**config.mk**
```make
export PLATFORM = sky130hd
export DESIGN_NAME = tcp_tx_word_serializer
export DESIGN_NICKNAME = d
export VERILOG_FILES = /design/src/rtl/tcp_tx_pkg.sv /design/src/rtl/tcp_tx_word_serializer.sv
export SDC_FILE = /design/constraint.sdc
export NUM_CORES = 1
export LEC_CHECK = 0
export BUFFER_PORTS_ARGS = -buffer_cell sky130_fd_sc_hd__buf_2
export CORE_MARGIN = 1
export CORE_UTILIZATION = 40
export CTS_CLUSTER_DIAMETER = 60
export DETAILED_ROUTE_END_ITERATION = 6
export PLACE_DENSITY = 0.71
export SYNTH_ARGS = -nofsm -noshare
export SYNTH_HDL_FRONTEND = slang
export SYNTH_SLANG_ARGS = --single-unit
```
**constraint.sdc**
```tcl
create_clock -name BUS_CLK -period 5.3 [get_ports BUS_CLK]
set_input_delay 0.265 -clock BUS_CLK [delete_from_list [all_inputs] [get_ports BUS_CLK]]
set_output_delay 0.265 -clock BUS_CLK [all_outputs]
set_load 0.1 [all_outputs]
```
**src/rtl/tcp_tx_pkg.sv**
```systemverilog
// Shared definitions for the TCP TX word serializer: byte width, FSM state
// encoding and the byte-index width helper.
package tcp_tx_pkg;

    localparam int BYTE_W         = 8;
    localparam int DEF_WORD_BYTES = 4;

    typedef enum logic {
        IDLE = 1'b0,
        SEND = 1'b1
    } state_t;

    // Byte index width; a one-byte word still needs a one-bit index.
    function automatic int idx_width(input int n);
        return (n > 1) ? $clog2(n) : 1;
    endfunction

    localparam int DEF_IDX_W = idx_width(DEF_WORD_BYTES);

endpackage

```
**src/rtl/tcp_tx_word_serializer.sv**
```systemverilog
// Pops words from an FWFT FIFO and writes them byte by byte to the SiTCP TX port.
// Optional completed-word counter on WORD_CNT when TCP_TX_WORD_CNT_EN is defined.
module tcp_tx_word_serializer
    import tcp_tx_pkg::*;
#(
    parameter int WORD_BYTES = DEF_WORD_BYTES,
    parameter bit LSB_FIRST  = 1'b1
) (
    input  logic                         BUS_CLK,
    input  logic                         BUS_RST,
    input  logic                         ENABLE,
    input  logic                         FIFO_EMPTY,
    input  logic [BYTE_W*WORD_BYTES-1:0] FIFO_DATA,
    output logic                         FIFO_READ,
    input  logic                         TCP_TX_FULL,
    output logic                         TCP_TX_WR,
    output logic [BYTE_W-1:0]            TCP_TX_DATA,
`ifdef TCP_TX_WORD_CNT_EN
    output logic [31:0]                  WORD_CNT,
`endif
    output logic                         BUSY
);

    localparam int                 IDX_W    = idx_width(WORD_BYTES);
    localparam logic [IDX_W-1:0]   LAST_IDX = IDX_W'(WORD_BYTES - 1);

    // Handshakes: a FIFO pop happens in the cycle FIFO_READ is high (only when
    // FIFO_EMPTY is low); a byte is accepted by SiTCP in the cycle TCP_TX_WR is
    // high, which is only ever driven while TCP_TX_FULL is low.

    state_t                          state_q, state_d;
    logic [IDX_W-1:0]                idx_q, idx_d;
    logic [BYTE_W*WORD_BYTES-1:0]    word_q, word_d;

    logic tx_wr;
    logic last_wr;
    logic load;
    logic [BYTE_W-1:0] tx_data;

    always_ff @(posedge BUS_CLK or posedge BUS_RST) begin
        if (BUS_RST) begin
            state_q <= IDLE;
            idx_q   <= '0;
            word_q  <= '0;
        end else begin
            state_q <= state_d;
            idx_q   <= idx_d;
            word_q  <= word_d;
        end
    end

    always_comb begin
        state_d = state_q;
        idx_d   = idx_q;
        word_d  = word_q;
        tx_data = '0;

        tx_wr   = (state_q == SEND) && !TCP_TX_FULL;
        last_wr = tx_wr && (idx_q == LAST_IDX);
        // A reload is only legal from IDLE or on the write of the final byte,
        // which gives back-to-back words with no bubble.
        load    = !BUS_RST && ENABLE && !FIFO_EMPTY &&
                  ((state_q == IDLE) || last_wr);

        if (load) begin
            word_d  = FIFO_DATA;
            idx_d   = '0;
            state_d = SEND;
        end else if (last_wr) begin
            idx_d   = '0;
            state_d = IDLE;
        end else if (tx_wr) begin
            idx_d   = idx_q + IDX_W'(1);
        end

        // Output byte comes only from the held word, never from FIFO_DATA.
        for (int i = 0; i < WORD_BYTES; i++) begin
            if (idx_q == IDX_W'(LSB_FIRST ? i : (WORD_BYTES - 1 - i))) begin
                tx_data = word_q[i*BYTE_W +: BYTE_W];
            end
        end
    end

    assign FIFO_READ   = load;
    assign TCP_TX_WR   = tx_wr;
    assign TCP_TX_DATA = tx_data;
    assign BUSY        = (state_q == SEND);

`ifdef TCP_TX_WORD_CNT_EN
    logic [31:0] cnt_q, cnt_d;

    always_comb begin
        cnt_d = cnt_q;
        if (last_wr) begin
            cnt_d = cnt_q + 32'd1;
        end
    end

    always_ff @(posedge BUS_CLK or posedge BUS_RST) begin
        if (BUS_RST) begin
            cnt_q <= '0;
        end else begin
            cnt_q <= cnt_d;
        end
    end

    assign WORD_CNT = cnt_q;
`endif

endmodule

```
---- After elaboration in Yosys (flattened, before gate mapping) ----
Cells that the tools add are included.
operators by class
  $add $sub $neg .......................... 1
  eq/ne operators ......................... 3
  mux-type cells .......................... 9
  bitwise gates (word level) .............. 1
  reductions and logical operators ........ 12
operator list
  operator               number
  $mux W8                4
  $mux W2                3
  $logic_and A1 B1 Y1    5
  $eq A2 B2 Y1 const B   2
  $logic_not A1 Y1       3
  $reduce_bool A3 Y1     1
  $add A2 B1 Y2 const B  1
  $eq A2 B1 Y1 const B   1
  $logic_not A2 Y1       1
  $mux W1                2
  $reduce_bool A2 Y1     1
  $logic_or A1 B1 Y1     1
  $not A1 Y1             1
storage, ports and cells
  bits in registers ....................... 35
  bits of input ports ..................... 37
  word-level logic and storage cells ...... 29

---- Longest topological paths before layout ----
  depth after elaboration ................. 6
  depth in mapped cells ................... 6
  depth with buffers taken out ............ 5

---- Worst setup path after synthesis ----
OpenSTA, ideal clock, no wires.
  path kind ............................... flip-flop to output port
  from .................................... reg idx_q[0]
  to ...................................... out TCP_TX_DATA[0]
  data arrival time ....................... 3.498 ns
  data required time ...................... 5.035 ns
  path slack .............................. 1.537 ns
  cell stages (with the launch flop) ...... 6
  cells stage by stage .................... dfrtp_1 > ha_1 > clkbuf_1 > nor2b_1 > a221oi_1 > o31ai_1
between the ends
  cells in the longest elaborated chain, start to end .. 5
  elaborated cells on any way between the ends .. 8
  classes of those cells .................. eq/ne (3); mux (4); reduce/logical (1)
RTL lines
  what                    RTL line                      text
  start, declared         tcp_tx_word_serializer.sv:32  logic [IDX_W-1:0] idx_q, idx_d;
  start signal, assigned  tcp_tx_word_serializer.sv:47  idx_q <= idx_d;
  $logic_not A2 Y1        tcp_tx_word_serializer.sv:78  if (idx_q == IDX_W'(LSB_FIRST ? i : (WORD_BYTES - 1 - i))) begin
  $mux W8 (3 in series)   tcp_tx_word_serializer.sv:78
  $mux W8 (*)             tcp_tx_word_serializer.sv:78
  end, declared           tcp_tx_word_serializer.sv:17  output logic [BYTE_W-1:0] TCP_TX_DATA,
Every way passes the cells marked *; elsewhere a longest branch is shown, timed or not.

---- Final worst setup path ----
  from .................................... reg idx_q[0]
  to ...................................... out FIFO_READ
between the ends
  cells in the longest elaborated chain, start to end .. 4
RTL lines
  what                 RTL line                      text
  $eq A2 B2 Y1         tcp_tx_word_serializer.sv:59  last_wr = tx_wr && (idx_q == LAST_IDX);
  $logic_and A1 B1 Y1  tcp_tx_word_serializer.sv:59
  $logic_or A1 B1 Y1   tcp_tx_word_serializer.sv:63  ((state_q == IDLE) || last_wr);
  $logic_and A1 B1 Y1  tcp_tx_word_serializer.sv:62  load = !BUS_RST && ENABLE && !FIFO_EMPTY &&
  end, declared        tcp_tx_word_serializer.sv:14  output logic FIFO_READ,
Every way passes these cells.

==> run metrics <==
Slew HR=0.2803; post-DR vias/cell=5.077; Syn-to-layout area delta=20.62%; GR Overflow Total=0; Initial Utilization=0.4345; Top Ports=48; critical path type=register to output port; Final Max Tran Viols=0; Final Cell Area=0.001991 mm^2; FMAX=0.3169 GHz; critical path peak fanout=35; vias post-DR=1127; Syn Inst Count=126; Antenna Nets Post-Route=0; Longest Clk Path Bufs=2; post-synthesis sequential area ratio=0.5307; chip width=66.23 um; CTS sink cnt=35; Syn Area/Cell=13.10 um^2; post-CTS setup repair buffer count=0; final setup fails=0; antenna violations before repair=0; slew at the pin closest to its max-slew limit=1.077 ns; Post-CTS Hold Buffers=0; Hold Vio Cnt, Final=0; CTS tree=yes; largest net degree at the start of global routing=36; row cnt=22; GPL Wtd Cong=0.8139; Ant. Diodes=0; Worst EP required=5.04 ns; crit path DAT=2.89 ns; number of global-route vias before repair=1175; flop2flop setup slack=2.73 ns; layout cells sized above 1=0.5172; drt wl/cell=15.16 um; Mapped Nets=167; Worst-Skew Late Latency=0.29 ns; Nets=215; Distinct cells, synth=20; DRC=0; DRT iter0 DRCs=50; Synth top area share=0.5307; first-pass GRT wire length=5409 um; PortBufs=47; final WL=3365 um; Min-Delay Path Class=primary input to asynchronous set/reset pin; Clock Pin Slew Worst Setup and Hold Paths=0.07 ns; maxcap violations=0; Resized cells post-CTS=0; Final period util=0.5955; Post-Syn Area=0.001650 mm^2; Die Height=66.23 um; CP Launch Type=register; unrepaired setup endpoints after global routing=no; Final Util=0.5240; Num CTS Buffers=5; outcome=completed; Synth Register Bits=35; H-tree depth=2; most frequent cells in the layout=47 x buf_2, 35 x dfrtp_1, 32 x mux2_2; commonest non-fill, non-tap cell in the layout=buf_2; Worst setup EP type=output port; Setup TNS=0 ns; area leader, netlist=dfrtp_1; Tot GR Track Use=0.1703; CORE AREA=0.003799 mm^2; Clock Skews=0.006686 ns; DP Area=0.001903 mm^2; Detailed Routing Iterations Pass 1=4; die area=0.004386 mm^2; dpl hpwl=2437 um; fin crit period=3.156 ns; Synth warnings=0; Root Driver=clkbuf_8; Synth area leaders=dfrtp_1 53%, mux2_2 22%, a221oi_1 3.7%, nor2b_1 3.4%, o31ai_1 3.2%
[per-stage QoR]
| stage | hold slack (ns) | instances | setup slack [ns] |
|---|---|---|---|
| detailed placement | 0.3957 | 215 | 2.460 |
| global route | 0.1185 | 222 | 1.926 |
| finish | 0.06830 | 222 | 2.144 |
| floorplan | 0.4166 | 126 | 1.537 |
| global placement | 0.3816 | 215 | 2.549 |
| CTS | 0.08447 | 222 | 2.151 |
[area by class of cell]
cell class | count | area, um^2
fill | 346 | 1808
sequential | 35 | 875.8
multi-input combinational | 80 | 709.4
timing repair buffer | 48 | 242.7
clock buffer | 6 | 82.58
tap | 48 | 60.06
inverter | 4 | 15.01
clock inverter | 1 | 5.005
[logic make-up (layout without fill, tap and decap cells)]
| logic type | count (synthesis) | after routing | share of synthesized area |
|---|---|---|---|
| multiplexers | 34 | 34 | 0.2305 |
| flip-flops | 35 | 35 | 0.5307 |
| adder cells (fa/ha/maj) | 4 | 4 | 0.03033 |
| AND/OR/NAND/NOR | 22 | 22 | 0.06975 |
| AO/OA/AOI/OAI | 20 | 20 | 0.09932 |
| buffers and inverters | 11 | 59 | 0.03942 |
[state kept, by name (all words and copies together), names as in the netlist]
register  flops
word_q       32
idx_q         2
BUSY          1
[synth_stat cells, drive strengths merged]
| cell type | count |
|---|---|
| mux2 | 32 |
| nor2 | 3 |
| clkbuf | 3 |
| ha | 4 |
| nor2b | 9 |
| inv | 4 |
| dfrtp | 35 |
| mux2i | 2 |
| a221oi | 7 |
| buf | 4 |
| a22o | 1 |
| o21ai | 1 |
| nand2b | 1 |
| or3b | 1 |
| a21oi | 3 |
| nand2 | 8 |
| a21bo | 1 |
| o31ai | 7 |
[critical path: stages, from the launching register on]
cell	delay, ns
dfrtp_1	0.41
ha_1	0.52
nand2b_1	0.20
a21oi_4	0.88
buf_2	0.58
[worst paths after layout]
kind / from / to / cells past startpoint
worst max-delay path: idx_q[0] / FIFO_READ / 4
max in group asynchronous: BUS_RST / word_q[24] / 3
min in group BUS_CLK: FIFO_DATA[14] / word_q[14] / 2
worst max register to register: idx_q[0] / word_q[26] / 4
worst min-delay path: BUS_RST / BUSY / 3
worst min register to register: word_q[13] / word_q[13] / 1
[metal layers]
layer / vias up / track usage / part of all wire / wire, um
met5: - / 0 / 0 / 0
met2: 36 / 0.2551 / 0.45 / 1505
met3: 4 / 0.05690 / 0.068 / 228
met1: 543 / 0.2267 / 0.48 / 1605
met4: 0 / 0.06383 / 0.0074 / 25
li1: 544 / - / - / -
Power is not shown: default switching activity piles up to over one toggle a cycle in this logic, so the estimate is an artifact.
